`config.mk`:
```
export PLATFORM = sky130hd
export DESIGN_NAME = reg_wb_ctrl_flat
export DESIGN_NICKNAME = d
export VERILOG_FILES = /design/src/rtl/reg_wb_ctrl_if.sv /design/src/rtl/reg_wb_ctrl.sv /design/src/flat_wrapper.sv
export SDC_FILE = /design/constraint.sdc
export NUM_CORES = 1
export LEC_CHECK = 0
export BUFFER_PORTS_ARGS = -buffer_cell sky130_fd_sc_hd__buf_2
export CAP_MARGIN = 20
export CORE_ASPECT_RATIO = 1.75
export CORE_MARGIN = 1.5
export CORE_UTILIZATION = 35
export CTS_CLUSTER_SIZE = 10
export DETAILED_ROUTE_END_ITERATION = 8
export PLACE_DENSITY = 0.58
export RECOVER_POWER = 50
export SLEW_MARGIN = 20
export SYNTH_ARGS = -nofsm -noshare
export SYNTH_HDL_FRONTEND = slang
export SYNTH_SLANG_ARGS = --single-unit
export TNS_END_PERCENT = 5
```
`constraint.sdc`:
```
create_clock -name WB_clk -period 7.3 [get_ports WB_clk]
set_clock_uncertainty 0.15 [all_clocks]
set_input_delay 0.365 -clock WB_clk [delete_from_list [all_inputs] [get_ports WB_clk]]
set_output_delay 0.365 -clock WB_clk [all_outputs]
set_load 0.05 [all_outputs]
```
`src/rtl/reg_wb_ctrl_if.sv`:
```
// Writeback bus: ALU/load write requests in, register-file write port and status out.
interface reg_wb_ctrl_if #(
  parameter int unsigned DEPTH  = 4,
  parameter int unsigned DATA_W = 32,
  parameter int unsigned ADDR_W = 5
);
  localparam int unsigned CNT_W = $clog2(DEPTH) + 1;

  logic              WB_mem_valid;
  logic [ADDR_W-1:0] WB_mem_addr;
  logic [DATA_W-1:0] WB_mem_data;
  logic              WB_mem_ready;
  logic              WB_alu_valid;
  logic [ADDR_W-1:0] WB_alu_addr;
  logic [DATA_W-1:0] WB_alu_data;
  logic              WB_alu_ready;
  logic              WB_rd_req;
  logic              WB_reg_write;
  logic [ADDR_W-1:0] WB_reg_addr;
  logic [DATA_W-1:0] WB_reg_data;
  logic [31:0]       WB_pending;
  logic [CNT_W-1:0]  WB_count;

  modport master (
    output WB_mem_valid, WB_mem_addr, WB_mem_data,
    output WB_alu_valid, WB_alu_addr, WB_alu_data,
    output WB_rd_req,
    input  WB_mem_ready, WB_alu_ready,
    input  WB_reg_write, WB_reg_addr, WB_reg_data,
    input  WB_pending, WB_count
  );

  modport slave (
    input  WB_mem_valid, WB_mem_addr, WB_mem_data,
    input  WB_alu_valid, WB_alu_addr, WB_alu_data,
    input  WB_rd_req,
    output WB_mem_ready, WB_alu_ready,
    output WB_reg_write, WB_reg_addr, WB_reg_data,
    output WB_pending, WB_count
  );
endinterface

```
`src/rtl/reg_wb_ctrl.sv`:
```
// Register-file writeback controller: in-order queue of ALU/load writes, issued on free read slots.
// Optional queue bypass for an empty queue is enabled by defining WB_BYPASS_EN.
module reg_wb_ctrl #(
  parameter int unsigned DEPTH  = 4,
  parameter int unsigned DATA_W = 32,
  parameter int unsigned ADDR_W = 5
) (
  input  logic         WB_clk,
  input  logic         WB_rst,
  reg_wb_ctrl_if.slave bus
);
  localparam int unsigned PTR_W = $clog2(DEPTH);
  localparam int unsigned CNT_W = PTR_W + 1;

  logic [ADDR_W-1:0] r_q_addr [DEPTH];
  logic [DATA_W-1:0] r_q_data [DEPTH];
  logic [PTR_W-1:0]  r_wr_ptr;
  logic [PTR_W-1:0]  r_rd_ptr;
  logic [CNT_W-1:0]  r_count;
  logic              r_reg_write;
  logic [ADDR_W-1:0] r_reg_addr;
  logic [DATA_W-1:0] r_reg_data;

  logic [CNT_W-1:0]  w_free;
  logic              w_mem_ready;
  logic              w_alu_ready;
  logic              w_mem_acc;
  logic              w_alu_acc;
  logic              w_mem_enq;
  logic              w_alu_enq;
  logic              w_byp_mem;
  logic              w_byp_alu;
  logic              w_pop;
  logic [1:0]        w_enq_n;
  logic [PTR_W-1:0]  w_alu_slot;
  logic [31:0]       w_pending;

  // Readies look only at the registered count; a same-edge pop earns no credit.
  assign w_free      = CNT_W'(DEPTH) - r_count;
  assign w_mem_ready = (w_free >= CNT_W'(1));
  assign w_alu_ready = (w_free >= CNT_W'(2)) ||
                       ((w_free == CNT_W'(1)) && !bus.WB_mem_valid);

  assign w_mem_acc = bus.WB_mem_valid && w_mem_ready;
  assign w_alu_acc = bus.WB_alu_valid && w_alu_ready;
  assign w_pop     = (r_count != '0) && !bus.WB_rd_req;

`ifdef WB_BYPASS_EN
  logic w_byp_ok;
  assign w_byp_ok  = (r_count == '0) && !bus.WB_rd_req;
  assign w_byp_mem = w_byp_ok && w_mem_acc && (bus.WB_mem_addr != '0);
  assign w_byp_alu = w_byp_ok && !w_byp_mem && w_alu_acc && (bus.WB_alu_addr != '0);
`else
  assign w_byp_mem = 1'b0;
  assign w_byp_alu = 1'b0;
`endif

  // Writes to r0 complete the handshake but are discarded.
  assign w_mem_enq  = w_mem_acc && (bus.WB_mem_addr != '0) && !w_byp_mem;
  assign w_alu_enq  = w_alu_acc && (bus.WB_alu_addr != '0) && !w_byp_alu;
  assign w_enq_n    = {1'b0, w_mem_enq} + {1'b0, w_alu_enq};
  assign w_alu_slot = w_mem_enq ? (r_wr_ptr + PTR_W'(1)) : r_wr_ptr;

  // Queue storage needs no reset; validity comes from the pointers and count.
  always_ff @(posedge WB_clk) begin
    if (w_mem_enq) begin
      r_q_addr[r_wr_ptr] <= bus.WB_mem_addr;
      r_q_data[r_wr_ptr] <= bus.WB_mem_data;
    end
    if (w_alu_enq) begin
      r_q_addr[w_alu_slot] <= bus.WB_alu_addr;
      r_q_data[w_alu_slot] <= bus.WB_alu_data;
    end
  end

  always_ff @(posedge WB_clk or posedge WB_rst) begin
    if (WB_rst) begin
      r_wr_ptr    <= '0;
      r_rd_ptr    <= '0;
      r_count     <= '0;
      r_reg_write <= 1'b0;
      r_reg_addr  <= '0;
      r_reg_data  <= '0;
    end else begin
      r_wr_ptr <= r_wr_ptr + PTR_W'(w_enq_n);
      r_rd_ptr <= r_rd_ptr + PTR_W'(w_pop);
      r_count  <= r_count + CNT_W'(w_enq_n) - CNT_W'(w_pop);
      // Pop and bypass are exclusive: bypass requires an empty queue.
      if (w_pop) begin
        r_reg_write <= 1'b1;
        r_reg_addr  <= r_q_addr[r_rd_ptr];
        r_reg_data  <= r_q_data[r_rd_ptr];
      end else if (w_byp_mem) begin
        r_reg_write <= 1'b1;
        r_reg_addr  <= bus.WB_mem_addr;
        r_reg_data  <= bus.WB_mem_data;
      end else if (w_byp_alu) begin
        r_reg_write <= 1'b1;
        r_reg_addr  <= bus.WB_alu_addr;
        r_reg_data  <= bus.WB_alu_data;
      end else begin
        r_reg_write <= 1'b0;
      end
    end
  end

  // An entry is live when its distance from the read pointer is below the count.
  always_comb begin
    w_pending = '0;
    for (int unsigned i = 0; i < DEPTH; i++) begin
      if (CNT_W'(PTR_W'(PTR_W'(i) - r_rd_ptr)) < r_count) begin
        w_pending[r_q_addr[i]] = 1'b1;
      end
    end
  end

  assign bus.WB_mem_ready = w_mem_ready;
  assign bus.WB_alu_ready = w_alu_ready;
  assign bus.WB_reg_write = r_reg_write;
  assign bus.WB_reg_addr  = r_reg_addr;
  assign bus.WB_reg_data  = r_reg_data;
  assign bus.WB_pending   = w_pending;
  assign bus.WB_count     = r_count;
endmodule
```
`src/flat_wrapper.sv`:
```
// flat-port wrapper written by rule: the top's interface ports become plain ports
module reg_wb_ctrl_flat 
#(
  parameter int unsigned DEPTH  = 4,
  parameter int unsigned DATA_W = 32,
  parameter int unsigned ADDR_W = 5
)
  (WB_clk, WB_rst, bus_WB_mem_valid, bus_WB_mem_addr, bus_WB_mem_data, bus_WB_alu_valid, bus_WB_alu_addr, bus_WB_alu_data, bus_WB_rd_req, bus_WB_mem_ready, bus_WB_alu_ready, bus_WB_reg_write, bus_WB_reg_addr, bus_WB_reg_data, bus_WB_pending, bus_WB_count);
  reg_wb_ctrl_if #(.DEPTH(DEPTH), .DATA_W(DATA_W), .ADDR_W(ADDR_W)) bus_i ();
  input  logic WB_clk;
  input  logic WB_rst;
  input wire logic [$bits(bus_i.WB_mem_valid)-1:0] bus_WB_mem_valid;
  input wire logic [$bits(bus_i.WB_mem_addr)-1:0] bus_WB_mem_addr;
  input wire logic [$bits(bus_i.WB_mem_data)-1:0] bus_WB_mem_data;
  input wire logic [$bits(bus_i.WB_alu_valid)-1:0] bus_WB_alu_valid;
  input wire logic [$bits(bus_i.WB_alu_addr)-1:0] bus_WB_alu_addr;
  input wire logic [$bits(bus_i.WB_alu_data)-1:0] bus_WB_alu_data;
  input wire logic [$bits(bus_i.WB_rd_req)-1:0] bus_WB_rd_req;
  output wire logic [$bits(bus_i.WB_mem_ready)-1:0] bus_WB_mem_ready;
  output wire logic [$bits(bus_i.WB_alu_ready)-1:0] bus_WB_alu_ready;
  output wire logic [$bits(bus_i.WB_reg_write)-1:0] bus_WB_reg_write;
  output wire logic [$bits(bus_i.WB_reg_addr)-1:0] bus_WB_reg_addr;
  output wire logic [$bits(bus_i.WB_reg_data)-1:0] bus_WB_reg_data;
  output wire logic [$bits(bus_i.WB_pending)-1:0] bus_WB_pending;
  output wire logic [$bits(bus_i.WB_count)-1:0] bus_WB_count;
  assign bus_i.WB_mem_valid = bus_WB_mem_valid;
  assign bus_i.WB_mem_addr = bus_WB_mem_addr;
  assign bus_i.WB_mem_data = bus_WB_mem_data;
  assign bus_i.WB_alu_valid = bus_WB_alu_valid;
  assign bus_i.WB_alu_addr = bus_WB_alu_addr;
  assign bus_i.WB_alu_data = bus_WB_alu_data;
  assign bus_i.WB_rd_req = bus_WB_rd_req;
  assign bus_WB_mem_ready = bus_i.WB_mem_ready;
  assign bus_WB_alu_ready = bus_i.WB_alu_ready;
  assign bus_WB_reg_write = bus_i.WB_reg_write;
  assign bus_WB_reg_addr = bus_i.WB_reg_addr;
  assign bus_WB_reg_data = bus_i.WB_reg_data;
  assign bus_WB_pending = bus_i.WB_pending;
  assign bus_WB_count = bus_i.WB_count;
  reg_wb_ctrl #(.DEPTH(DEPTH), .DATA_W(DATA_W), .ADDR_W(ADDR_W)) u_core (.WB_clk(WB_clk), .WB_rst(WB_rst), .bus(bus_i));
endmodule
```
# Word level (Yosys, flattened, before mapping)
# Memory sizes are Yosys's and may differ from the RTL's. A register that Yosys moved wholly into a read port is not among the register bits.
# Cells that the tools add are included.
[op_classes] n_addsub=11 mul=0 n_div=0 order_cmp=14 n_eq_ne=1 shifts=0 mux=18 bitwise_logic=3 n_reduce_logical=16
[ops] op="$mux 32" count=4
[ops] op="$or 32x32->32" count=3
[ops] op="$lt 5x6->1 const B" count=4
[ops] op="$demux 1 s5" count=4
[ops] op="$ge 5x1->1 const B" count=4
[ops] op="$lt 2x3->1" count=4
[ops] op="$logic_and 1x1->1" count=10
[ops] op="$reduce_bool 5->1" count=2
[ops] op="$mux 1" count=9
[ops] op="$sub 1x2->2 const A" count=2
[ops] op="$sub 2x2->2 const A" count=2
[ops] op="$add 3x2->3" count=1
[ops] op="$eq 3x1->1 const B" count=1
[ops] op="$ge 3x1->1 const B" count=1
[ops] op="$ge 3x2->1 const B" count=1
[ops] op="$reduce_bool 3->1" count=1
[ops] op="$sub 3x1->3" count=1
[ops] op="$sub 3x3->3 const A" count=1
[ops] op="$add 1x1->2" count=1
[ops] op="$add 2x1->2" count=1
[ops] op="$add 2x1->2 const B" count=1
[ops] op="$add 2x2->2" count=1
[ops] op="$logic_not 1->1" count=2
[ops] op="$mux 2" count=1
[ops] op="$logic_or 1x1->1" count=1
[word_totals] ff_bits=8 latch_bits=0 ram_bits=148 mem_bits_ro=0 in_bits=79 out_inout_bits=75 mem_count=2
[mem_list] name="u_core.r_q_data" depth=4 width=32 rd=1 rd_clocked_by_memory_dff=1 write_ports=2 line_no="reg_wb_ctrl.sv:16" source="logic [DATA_W-1:0] r_q_data [DEPTH];"
[mem_list] name="u_core.r_q_addr" depth=4 width=5 rd=5 rd_clocked_by_memory_dff=1 write_ports=2 line_no="reg_wb_ctrl.sv:15" source="logic [ADDR_W-1:0] r_q_addr [DEPTH];"

# Logic depth before layout (Yosys ltp)
# Gate-level depths: netlist of the first run.
# An unclocked memory read counts as a cell.
[depth] word_depth=12 ltp_mapped=12 ltp_nobuf=12

# Worst setup path after synthesis of the first run
# No wires, ideal clock.
[synth_timing] path_type="register to register" from="register u_core.r_count[1] (netlist: u_core.bus.WB_count[1])" to="memory u_core.r_q_addr[0][0], enable pin" setup_ns=0.393 arrival_time_ns=3.842 path_slack_ns=2.915 path_stages_with_launch=12 path_buffers=3 period_less_slack_ns=4.385 cell_sequence="dfrtp_1 > inv_1 > ha_1 > ha_1 > or4b_1 > o211a_1 > buf_6 > nor3_1 > a22o_1 > buf_6 > buf_6 > a21o_1"
[synth_rtl] element="start, declared" line_no="reg_wb_ctrl.sv:19" source="logic [CNT_W-1:0] r_count;"
[synth_rtl] element="start signal, assigned" line_no="reg_wb_ctrl.sv:87" source="r_count <= r_count + CNT_W'(w_enq_n) - CNT_W'(w_pop);"
[synth_rtl] element="end, declared" line_no="reg_wb_ctrl.sv:15"

==> impl_metrics.py, run 1 <==
metrics = {
    "power": {
        "peakVddDrop_v": 0.000210,
        "clkPwrFrac": 0.152,
        "pwr-share-comb": 0.507,
        "p_int_mw": 3.46,
        "p_seq_frac": 0.341,
        "power_switching_mw": 2.70,
        "p_sw_frac": 0.438,
        "p_per_area_mw_per_mm2": 506,
        "p_leak_nw": 4.57,
    },
    "floorplan": {
        "fp.dieH_um": 233,
        "fp.dieW_um": 134,
        "core_area_mm2": 0.0298,
        "ios": 154,
        "dieArea_mm2": 0.0312,
        "start_util": 0.354,
        "fp-row-count": 84,
    },
    "synth": {
        "ys_ff_latch": 193,
        "synth_cell_types": 54,
        "syn_nets": 783,
        "synth_seq_area_share": 0.528,
        "synth_area_mm2": 0.0106,
        "synth-edff-count": 148,
        "synthCells": 685,
        "yosysWarnings": 0,
        "postSynth.asyncResetShare": 0.233,
        "synthTopCellsByArea": "edfxtp_1 42%, mux2_2 12%, dfrtp_1 11%",
        "avgSynthCellArea_um2": 15.4,
        "synth_flop_cell": "edfxtp_1",
        "yosysTopAreaCellShare": 0.421,
        "synth_area_leader_cell": "edfxtp_1",
    },
    "timing": {
        "hold_slack_ns": 0.0944,
        "hold_viol_final": 0,
        "worstMarginPinSlew_ns": 2.82,
        "timing.final.crit_period_ns": 4.52,
        "setup_violations": 0,
        "fin_tns_setup_ns": 0,
        "relSlewSlack": -0.882,
        "fin_ws_ns": 2.78,
        "max_freq_mhz": 221,
        "rsz0062_at_grt": "no",
        "report.final.slew_viol_count": 200,
        "fin_crit_sh": 0.619,
    },
    "detailed_routing": {
        "drc": 0,
        "routed_via_density": 5.44,
        "wl_per_cell_um": 23.0,
        "wirelength_mm": 28.2,
        "ant_nets": 0,
        "drtIter0Drc": 368,
        "vias": 6674,
        "first_pass_iters": 5,
    },
    "status": {
        "violations": "max-capacitance violations, max-slew violations",
        "status": "complete, but fails checks",
    },
    "clock_tree": {
        "clock_latency_ns": 0.44,
        "cts_resized": 0,
        "clock-sinks": 193,
        "cts-root-buf": "clkbuf_16",
        "clk_path_buf_depth": 2,
        "cts_setup_buffers": 0,
        "htree_levels": 4,
        "holdBufCountCts": 1,
        "cts_tree": "done",
        "cts-buffers-inserted": 17,
        "clk_pin_slew_ns": 0.07,
    },
    "finish": {
        "drive_gt1_frac": 0.410,
        "fin_nets": 925,
        "seq_area_mm2": 0.00557,
        "area_delta_synth_final_pct": 15.5,
        "final_util": 0.408,
        "multi_input_area_mm2": 0.00472,
        "final.fill_count": 2816,
    },
    "critical_path": {
        "crit_path_end_kind": "flip-flop",
        "cp_max_fo": 38,
        "crit_type": "flip-flop to flip-flop",
        "cpLargestDelayFamily": "compound AO/OA/AOI/OAI gates",
        "crit_chain": "inv_1 > ha_1 > nand2b_1 > nor3_1 > nor3b_1 > a22o_2 > a21o_2",
        "crit_path_start_kind": "flip-flop",
        "crit_buf_inv": 1,
        "rr_worst_depth": 7,
        "path_depth": 7,
        "slowest_stage": "a22o_2",
        "slowest_delay_ns": 1.03,
        "arrival_ns": 4.43,
        "required_ns": 7.21,
    },
    "worst_hold_path": {
        "min_path_cells": 2,
        "min_path_type": "primary input to flip-flop",
    },
    "placed_design": {
        "hpwlAfterDp_mm": 19.5,
        "gp_congestion": 0.938,
        "port-buffer-count": 153,
        "place_ws_ns": 2.73,
    },
    "global_routing": {
        "grt_overflow": 0,
        "antenna_found_initial": 3,
        "grt_max_degree": 46,
        "grt_pass1_wl_mm": 42.7,
        "grt_pass1_vias": 7178,
        "groute.usage.overall": 0.185,
    },
    "flow_run": {
        "maxCapViolCount": 5,
    },
}
[flip-flops by register name, indices dropped and copies added, names as in the netlist]
register,flops
u_core.r_q_data,128
u_core.bus.WB_reg_data,32
u_core.r_q_addr,20
u_core.bus.WB_reg_addr,5
u_core.bus.WB_count,3
u_core.r_rd_ptr,2
u_core.r_wr_ptr,2
u_core.bus.WB_reg_write,1
[final timing paths]
path / slack [ns] / from / end
max in group asynchronous: 3.83 / WB_rst / u_core.r_rd_ptr[0]$_DFF_PP0_
min: 0.09 / bus_WB_mem_data[24] / u_core.r_q_data[2][24]$_DFFE_PP_
min reg2reg: 0.36 / u_core.bus.WB_reg_data[12]$_DFFE_PP0P_ / u_core.bus.WB_reg_data[12]$_DFFE_PP0P_
min in group asynchronous: 1.35 / WB_rst / u_core.bus.WB_reg_data[21]$_DFFE_PP0P_
max reg2reg: 2.78 / u_core.bus.WB_count[2]$_DFF_PP0_ / u_core.r_q_addr[0][2]$_DFFE_PP_
max: 2.78 / u_core.bus.WB_count[2]$_DFF_PP0_ / u_core.r_q_addr[0][2]$_DFFE_PP_
[routing by layer]
layer | track usage | share of wire
met5 | 0 | 0.00092
met4 | 0.0877 | 0.043
met3 | 0.0359 | 0.042
met2 | 0.352 | 0.55
met1 | 0.190 | 0.37
[synth_stat cells (all sizes together) (2+ instances only)]
cell     instances
o32ai            3
nand3            3
mux2           185
edfxtp         148
nor2b           12
mux4            37
nand3b           3
and3b            6
nor2            19
o2111ai          4
and3             4
nor3b            5
clkbuf          12
a22oi            8
o211ai           8
inv             17
o22ai           15
nand2           13
nor3             8
o221ai           7
and2             3
a21o             2
a221o           23
or4              2
or2              4
o21ai            6
xnor2            5
nand2b          12
ha              18
dfrtp           45
o2bb2ai          5
a21oi            3
buf             26
a2bb2oi          2
[power by group through the flow]
stage | clock [mW] | sequential, mW | combinational (mW)
3_5_place_dp | 0 | 2.12 | 3.19
5_1_grt | 0.992 | 2.16 | 3.33
6_report | 0.936 | 2.10 | 3.13
3_3_place_gp | 0 | 2.10 | 3.18
2_1_floorplan | 0 | 2.42 | 2.03
4_1_cts | 0.954 | 2.09 | 3.20
[stage by stage]
step                total power, mW  instances  instance area [um2]
CTS                            6.25       1226                12300
floorplan                      4.45        685                10600
global route                   6.49       1226                12200
finish                         6.17       1227                12200
global placement               5.28       1194                11700
detailed placement             5.31       1194                11700
[layout by cell type (no fill, tap or decap), types with 17 or more instances in the layout]
cell type	instances
edfxtp_1	148
mux2_2	109
nor2_1	18
dfrtp_1	43
ha_1	18
mux4_2	37
clkbuf_1	46
buf_2	109
a221o_1	23
mux2_4	38
mux2_1	38
clkbuf_16	17
[area by class of cell]
type,instances,share of cell area
clock inverter,12,0.0109
tap,387,0.0397
multi-input combinational,437,0.387
clock buffer,19,0.0372
inverter,17,0.00523
antenna,1,0.000205
sequential,193,0.457
timing repair buffer,161,0.0628
[worst reg2reg max path, delay by kind of cell, from the launching register on]
| kind | cells | cell delay, ns |
|---|---|---|
| AO/OA/AOI/OAI | 2 | 1.90 |
| AND/OR/NAND/NOR | 3 | 0.98 |
| flip-flops | 1 | 0.62 |
| buffers and inverters | 1 | 0.15 |
| adder cells (fa/ha/maj) | 1 | 0.33 |
[cells by family after synthesis]
family | count (synthesis) | share of synthesized area
multiplexers | 222 | 0.290
buffers and inverters | 55 | 0.0295
adder cells (fa/ha/maj) | 19 | 0.0232
flip-flops | 193 | 0.528
AO/OA/AOI/OAI | 92 | 0.0702
AND/OR/NAND/NOR | 98 | 0.0543
XOR/XNOR | 6 | 0.00498
(Power assumes the default switching activity.)
==> run 2, diff against run 1 <==
==> constraint.sdc (replaced) <==
create_clock -name WB_clk -period 4.7 [get_ports WB_clk]
set_clock_uncertainty 0.15 [all_clocks]
set_input_delay 0.235 -clock WB_clk [delete_from_list [all_inputs] [get_ports WB_clk]]
set_output_delay 0.235 -clock WB_clk [all_outputs]
set_load 0.05 [all_outputs]
==> run 2 against run 1 <==
- the run still ends with max-capacitance violations, max-slew violations left
- sequential cell count unchanged
- sequential power up 58%
- cell count increased by 9.3%
- wire length is 11% higher
- critical endpoint is now u_core.r_q_data[2][13]$_DFFE_PP_
- critical path type unchanged
- largest cell class unchanged
- largest power group unchanged
==> impl_metrics.py, run 2 (synthesis results as in run 1) <==
metrics = {
    "status": {
        "status": "complete, but fails checks",
        "violations": "max-capacitance violations, max-slew violations",
    },
    "detailed_routing": {
        "wirelength_mm": 31.2,
        "drtIter0Drc": 249,
        "drc": 0,
        "routed_via_density": 5.32,
        "ant_nets": 0,
        "vias": 7140,
        "wl_per_cell_um": 23.3,
        "first_pass_iters": 5,
    },
    "global_routing": {
        "grt_max_degree": 46,
        "antenna_found_initial": 3,
        "grt_pass1_vias": 7682,
        "grt_overflow": 0,
        "grt_pass1_wl_mm": 46.3,
        "groute.usage.overall": 0.203,
    },
    "power": {
        "p_per_area_mw_per_mm2": 750,
        "p_leak_nw": 4.93,
        "peakVddDrop_v": 0.000392,
    },
    "timing": {
        "hold_viol_final": 0,
        "rsz0062_at_grt": "no",
        "relSlewSlack": -1.05,
        "setup_violations": 0,
        "fin_tns_setup_ns": 0,
        "max_freq_mhz": 230,
        "fin_ws_ns": 0.360,
        "worstMarginPinSlew_ns": 3.07,
        "timing.final.crit_period_ns": 4.34,
        "report.final.slew_viol_count": 86,
        "fin_crit_sh": 0.923,
    },
    "finish": {
        "largest_register": "u_core.r_q_data",
        "drive_gt1_frac": 0.341,
        "final.fill_count": 2786,
        "final_cell_mix": "148 x edfxtp_1, 110 x buf_2, 109 x mux2_2",
        "fin_nets": 1037,
        "final_common_cell": "edfxtp_1",
        "largest_reg_flops": 128,
        "area_delta_synth_final_pct": 25.2,
        "finalNonFillerCells": 1341,
    },
    "clock_tree": {
        "clock_latency_ns": 0.45,
        "clk_path_buf_depth": 2,
        "cts-root-buf": "clkbuf_16",
        "cts_resized": 0,
        "clock-sinks": 193,
        "cts-buffers-inserted": 17,
        "htree_levels": 4,
        "cts_tree": "done",
        "cts_setup_buffers": 0,
        "clk_pin_slew_ns": 0.07,
    },
    "floorplan": {
        "fp-row-count": 84,
        "fp.dieW_um": 134,
        "start_util": 0.354,
        "dieArea_mm2": 0.0312,
        "ios": 154,
        "fp.dieH_um": 233,
        "core_area_mm2": 0.0298,
    },
    "placed_design": {
        "hpwlAfterDp_mm": 21.5,
        "port-buffer-count": 153,
        "dp_cells": 1208,
        "gp_congestion": 0.949,
        "place_ws_ns": 0.996,
    },
    "flow_run": {
        "maxCapViolCount": 2,
    },
    "critical_path": {
        "crit_type": "flip-flop to flip-flop",
        "crit_path_start_kind": "flip-flop",
        "required_ns": 4.74,
        "crit_path_end_kind": "flip-flop",
        "cp_max_fo": 22,
        "arrival_ns": 4.38,
    },
    "worst_hold_path": {
        "min_path_type": "primary input to flip-flop",
    },
}
[run 2: path summary, 6_finish.rpt]
check	start	end	slack, ns	depth (start not counted)
max in group asynchronous	WB_rst	u_core.r_rd_ptr[1]$_DFF_PP0_	1.07	4
worst max register to register	u_core.bus.WB_count[2]$_DFF_PP0_	u_core.r_q_data[2][13]$_DFFE_PP_	0.36	9
min in group asynchronous	WB_rst	u_core.bus.WB_reg_data[20]$_DFFE_PP0P_	1.35	4
worst max-delay path	u_core.bus.WB_count[2]$_DFF_PP0_	u_core.r_q_data[2][13]$_DFFE_PP_	0.36	9
worst min-delay path	bus_WB_alu_data[26]	u_core.r_q_data[3][26]$_DFFE_PP_	0.02	2
worst min register to register	u_core.bus.WB_reg_data[3]$_DFFE_PP0P_	u_core.bus.WB_reg_data[3]$_DFFE_PP0P_	0.36	1
[run 2: per-stage QoR]
stage	power, mW	hold WS, ns	utilization	area (um2)
global route	10.4	-0.0119	0.443	13200
finish	9.91	0.0208	0.443	13200
CTS	10.2	0.00411	0.449	13400
global placement	8.36	0.320	0.395	11800
floorplan	6.91	0.286	-	10600
detailed placement	8.42	0.324	0.395	11800
[run 2: report_power, final]
| part | total [mW] | internal, mW | switching (mW) |
|---|---|---|---|
| Sequential | 3.32 | 2.83 | 0.485 |
| Combinational | 5.02 | 1.85 | 3.17 |
| Clock | 1.57 | 0.901 | 0.671 |
[run 2: metal layers]
layer	GRT usage	vias up	share of wire
li1	-	3249	-
met1	0.198	3631	0.36
met2	0.406	192	0.58
met3	0.0329	66	0.028
met4	0.0924	2	0.038
met5	0	-	0.00042
[run 2: worst max-delay path, stage by stage (launching register included)]
cell and delay (ns):
dfrtp_1 0.63, inv_1 0.14, ha_1 0.32, or4b_1 0.51
o211a_1 0.28, nor3_1 0.30, o2bb2ai_4 0.34, buf_4 0.46
mux2_2 0.38, dlygate4sd3_1 0.56
[run 2: area by class of cell]
type,instances,area (um2),area share
Sequential cell,193,5570,0.422
Multi-Input combinational cell,437,4580,0.347
Timing Repair Buffer,273,1870,0.142
Tap cell,387,484,0.0367
Clock buffer,18,429,0.0325
Clock inverter,14,200,0.0152
Inverter,17,63.8,0.00483
Antenna cell,2,5.00,0.000379
[run 2: what timing repair did]
item                       CTS  global route
hold endpoints to repair   177             1
hold buffers                98             1
setup endpoints to repair    0             0
==> run 3, diff against run 2 <==
--- a/config.mk
+++ b/config.mk
@@ -9,11 +9,12 @@
 export CAP_MARGIN = 20
 export CORE_ASPECT_RATIO = 1.75
 export CORE_MARGIN = 1.5
-export CORE_UTILIZATION = 35
+export CORE_UTILIZATION = 55
+export CTS_BUF_LIST = sky130_fd_sc_hd__clkbuf_4
 export CTS_CLUSTER_SIZE = 10
 export DETAILED_ROUTE_END_ITERATION = 8
-export PLACE_DENSITY = 0.58
-export RECOVER_POWER = 50
+export PLACE_DENSITY = 0.82
+export RECOVER_POWER = 100
 export SLEW_MARGIN = 20
 export SYNTH_ARGS = -nofsm -noshare
 export SYNTH_HDL_FRONTEND = slang
==> run 3 against run 2 <==
- the flow still finishes with violations (max-capacitance violations, max-slew violations)
- critical path depth is the same
- die area shrank 36%
- sequential share of layout area grew 1.6 points
- non-clock buffer count grew 9
- combinational power shrank 3%
- via count grew 4.4%
- fmax grew 1.2%
- hold slack gained 0.23 ns
- design area shrank 3.7%
- largest cell class unchanged
- largest power group unchanged
==> impl_metrics.py, run 3 (synthesis results as in run 1) <==
metrics = {
    "power": {
        "p_seq_frac": 0.367,
        "p_sw_frac": 0.466,
        "p_per_area_mw_per_mm2": 718,
        "p_leak_nw": 4.69,
        "pwr-share-comb": 0.532,
        "p_int_mw": 4.88,
        "peakVddDrop_v": 0.000440,
        "clkPwrFrac": 0.101,
        "power_switching_mw": 4.26,
    },
    "detailed_routing": {
        "ant_nets": 0,
        "dr_wl_met2_mm": 15.1,
        "drtIter0Drc": 510,
        "routed_via_density": 6.21,
        "wirelength_mm": 28.7,
        "vias": 7452,
        "wl_per_cell_um": 23.9,
        "wl_met3_mm": 1.47,
        "met1_length_mm": 10.4,
        "top_layer": "met4",
        "first_pass_iters": 5,
        "drc": 0,
    },
    "placed_design": {
        "port-buffer-count": 153,
        "hpwlAfterDp_mm": 18.7,
        "gp_congestion": 0.964,
        "placed_area_mm2": 0.0116,
    },
    "flow_run": {
        "maxCapViolCount": 2,
    },
    "finish": {
        "largest_reg_flops": 128,
        "seq_area_mm2": 0.00557,
        "drive_gt1_frac": 0.300,
        "multi_input_area_mm2": 0.00456,
        "final_cell_mix": "148 x edfxtp_1, 113 x dlygate4sd3_1, 106 x mux2_2",
        "area_delta_synth_final_pct": 20.5,
        "design_area_mm2": 0.0127,
        "final.fill_count": 1421,
        "final_common_cell": "edfxtp_1",
        "fin_nets": 1046,
        "largest_register": "u_core.r_q_data",
    },
    "global_routing": {
        "grt_max_degree": 46,
        "groute.usage.overall": 0.291,
        "antenna_found_initial": 1,
        "grt_overflow": 0,
        "grt_pass1_vias": 7858,
        "grt_pass1_wl_mm": 42.9,
    },
    "timing": {
        "hold_viol_final": 0,
        "relSlewSlack": -0.944,
        "worstMarginPinSlew_ns": 2.92,
        "rsz0062_at_grt": "no",
        "setup_violations": 0,
        "fin_crit_sh": 0.913,
        "timing.final.crit_period_ns": 4.29,
        "report.final.slew_viol_count": 71,
        "max_freq_mhz": 233,
        "fin_tns_setup_ns": 0,
    },
    "floorplan": {
        "core_area_mm2": 0.0187,
        "start_util": 0.565,
        "fp.dieH_um": 186,
        "dieArea_mm2": 0.0201,
        "fp-row-count": 66,
        "fp.dieW_um": 108,
        "ios": 154,
    },
    "clock_tree": {
        "clk_pin_slew_ns": 0.17,
        "clk_path_buf_depth": 2,
        "cts-buffers-inserted": 17,
        "cts_setup_buffers": 0,
        "cts_resized": 0,
        "cts-root-buf": "clkbuf_4",
        "clock_latency_ns": 0.60,
        "holdBufCountCts": 113,
        "clock-sinks": 193,
        "cts_tree": "done",
        "htree_levels": 4,
    },
    "critical_path": {
        "crit_path_end_kind": "flip-flop",
        "crit_type": "flip-flop to flip-flop",
        "crit_path_start_kind": "flip-flop",
        "required_ns": 4.93,
        "cp_max_fo": 37,
        "arrival_ns": 4.52,
    },
    "worst_hold_path": {
        "min_path_type": "primary input to flip-flop",
    },
    "status": {
        "violations": "max-capacitance violations, max-slew violations",
        "status": "complete, but fails checks",
    },
}
[run 3: layout make-up]
cell class                 count  share of cell area
sequential                   193               0.438
antenna                        1            0.000197
clock buffer                  17              0.0100
multi-input combinational    437               0.359
tap                          238              0.0234
clock inverter                15              0.0134
timing repair buffer         282               0.151
inverter                      17             0.00502
[run 3: final timing paths]
kind                       slack [ns]  cells past startpoint                                endpoint                                   start
min in group asynchronous        1.10                      4   u_core.bus.WB_reg_addr[0]$_DFFE_PP0P_                                  WB_rst
setup / recovery                 0.41                      9        u_core.r_q_data[2][24]$_DFFE_PP_        u_core.bus.WB_count[2]$_DFF_PP0_
max in group asynchronous        1.47                      4            u_core.r_rd_ptr[1]$_DFF_PP0_                                  WB_rst
hold / removal                   0.25                      5            u_core.r_wr_ptr[0]$_DFF_PP0_                        bus_WB_alu_valid
hold reg to reg                  0.38                      1  u_core.bus.WB_reg_data[22]$_DFFE_PP0P_  u_core.bus.WB_reg_data[22]$_DFFE_PP0P_
setup reg to reg                 0.41                      9        u_core.r_q_data[2][24]$_DFFE_PP_        u_core.bus.WB_count[2]$_DFF_PP0_
[run 3: through the flow]
| stage | std cells | hold slack (ns) | setup WS, ns | power [mW] | util |
|---|---|---|---|---|---|
| after floorplan | 685 | 0.286 | 0.315 | 6.91 | - |
| after global placement | 1054 | 0.290 | 1.08 | 8.13 | 0.620 |
| after detailed placement | 1054 | 0.295 | 0.981 | 8.23 | 0.620 |
| after CTS | 1199 | 0.163 | 0.580 | 9.29 | 0.697 |
| after global routing | 1200 | 0.275 | 0.171 | 9.53 | 0.681 |
| final | 1200 | 0.249 | 0.410 | 9.14 | 0.681 |
[run 3: worst max-delay path, stage by stage, from the launching register on]
cell           delay (ns)
dfrtp_1              0.67
inv_1                0.14
ha_1                 0.33
or4b_1               0.52
o211a_1              0.26
nor3_1               0.30
o2bb2ai_4            0.16
buf_4                0.50
mux2_1               0.40
dlygate4sd3_1        0.58
[run 3: power by group through the flow]
stage / logic, mW / registers, mW / clock network (mW)
2_1_floorplan: 3.16 / 3.75 / 0
3_3_place_gp: 4.80 / 3.32 / 0
3_5_place_dp: 4.87 / 3.35 / 0
4_1_cts: 5.05 / 3.31 / 0.933
5_1_grt: 5.12 / 3.42 / 0.997
6_report: 4.86 / 3.35 / 0.924
[run 3: metal layers]
metal / vias up / GRT usage
li1: 3284 / -
met1: 3700 / 0.312
met2: 349 / 0.525
met3: 119 / 0.0495
met4: 0 / 0.185
met5: - / 0
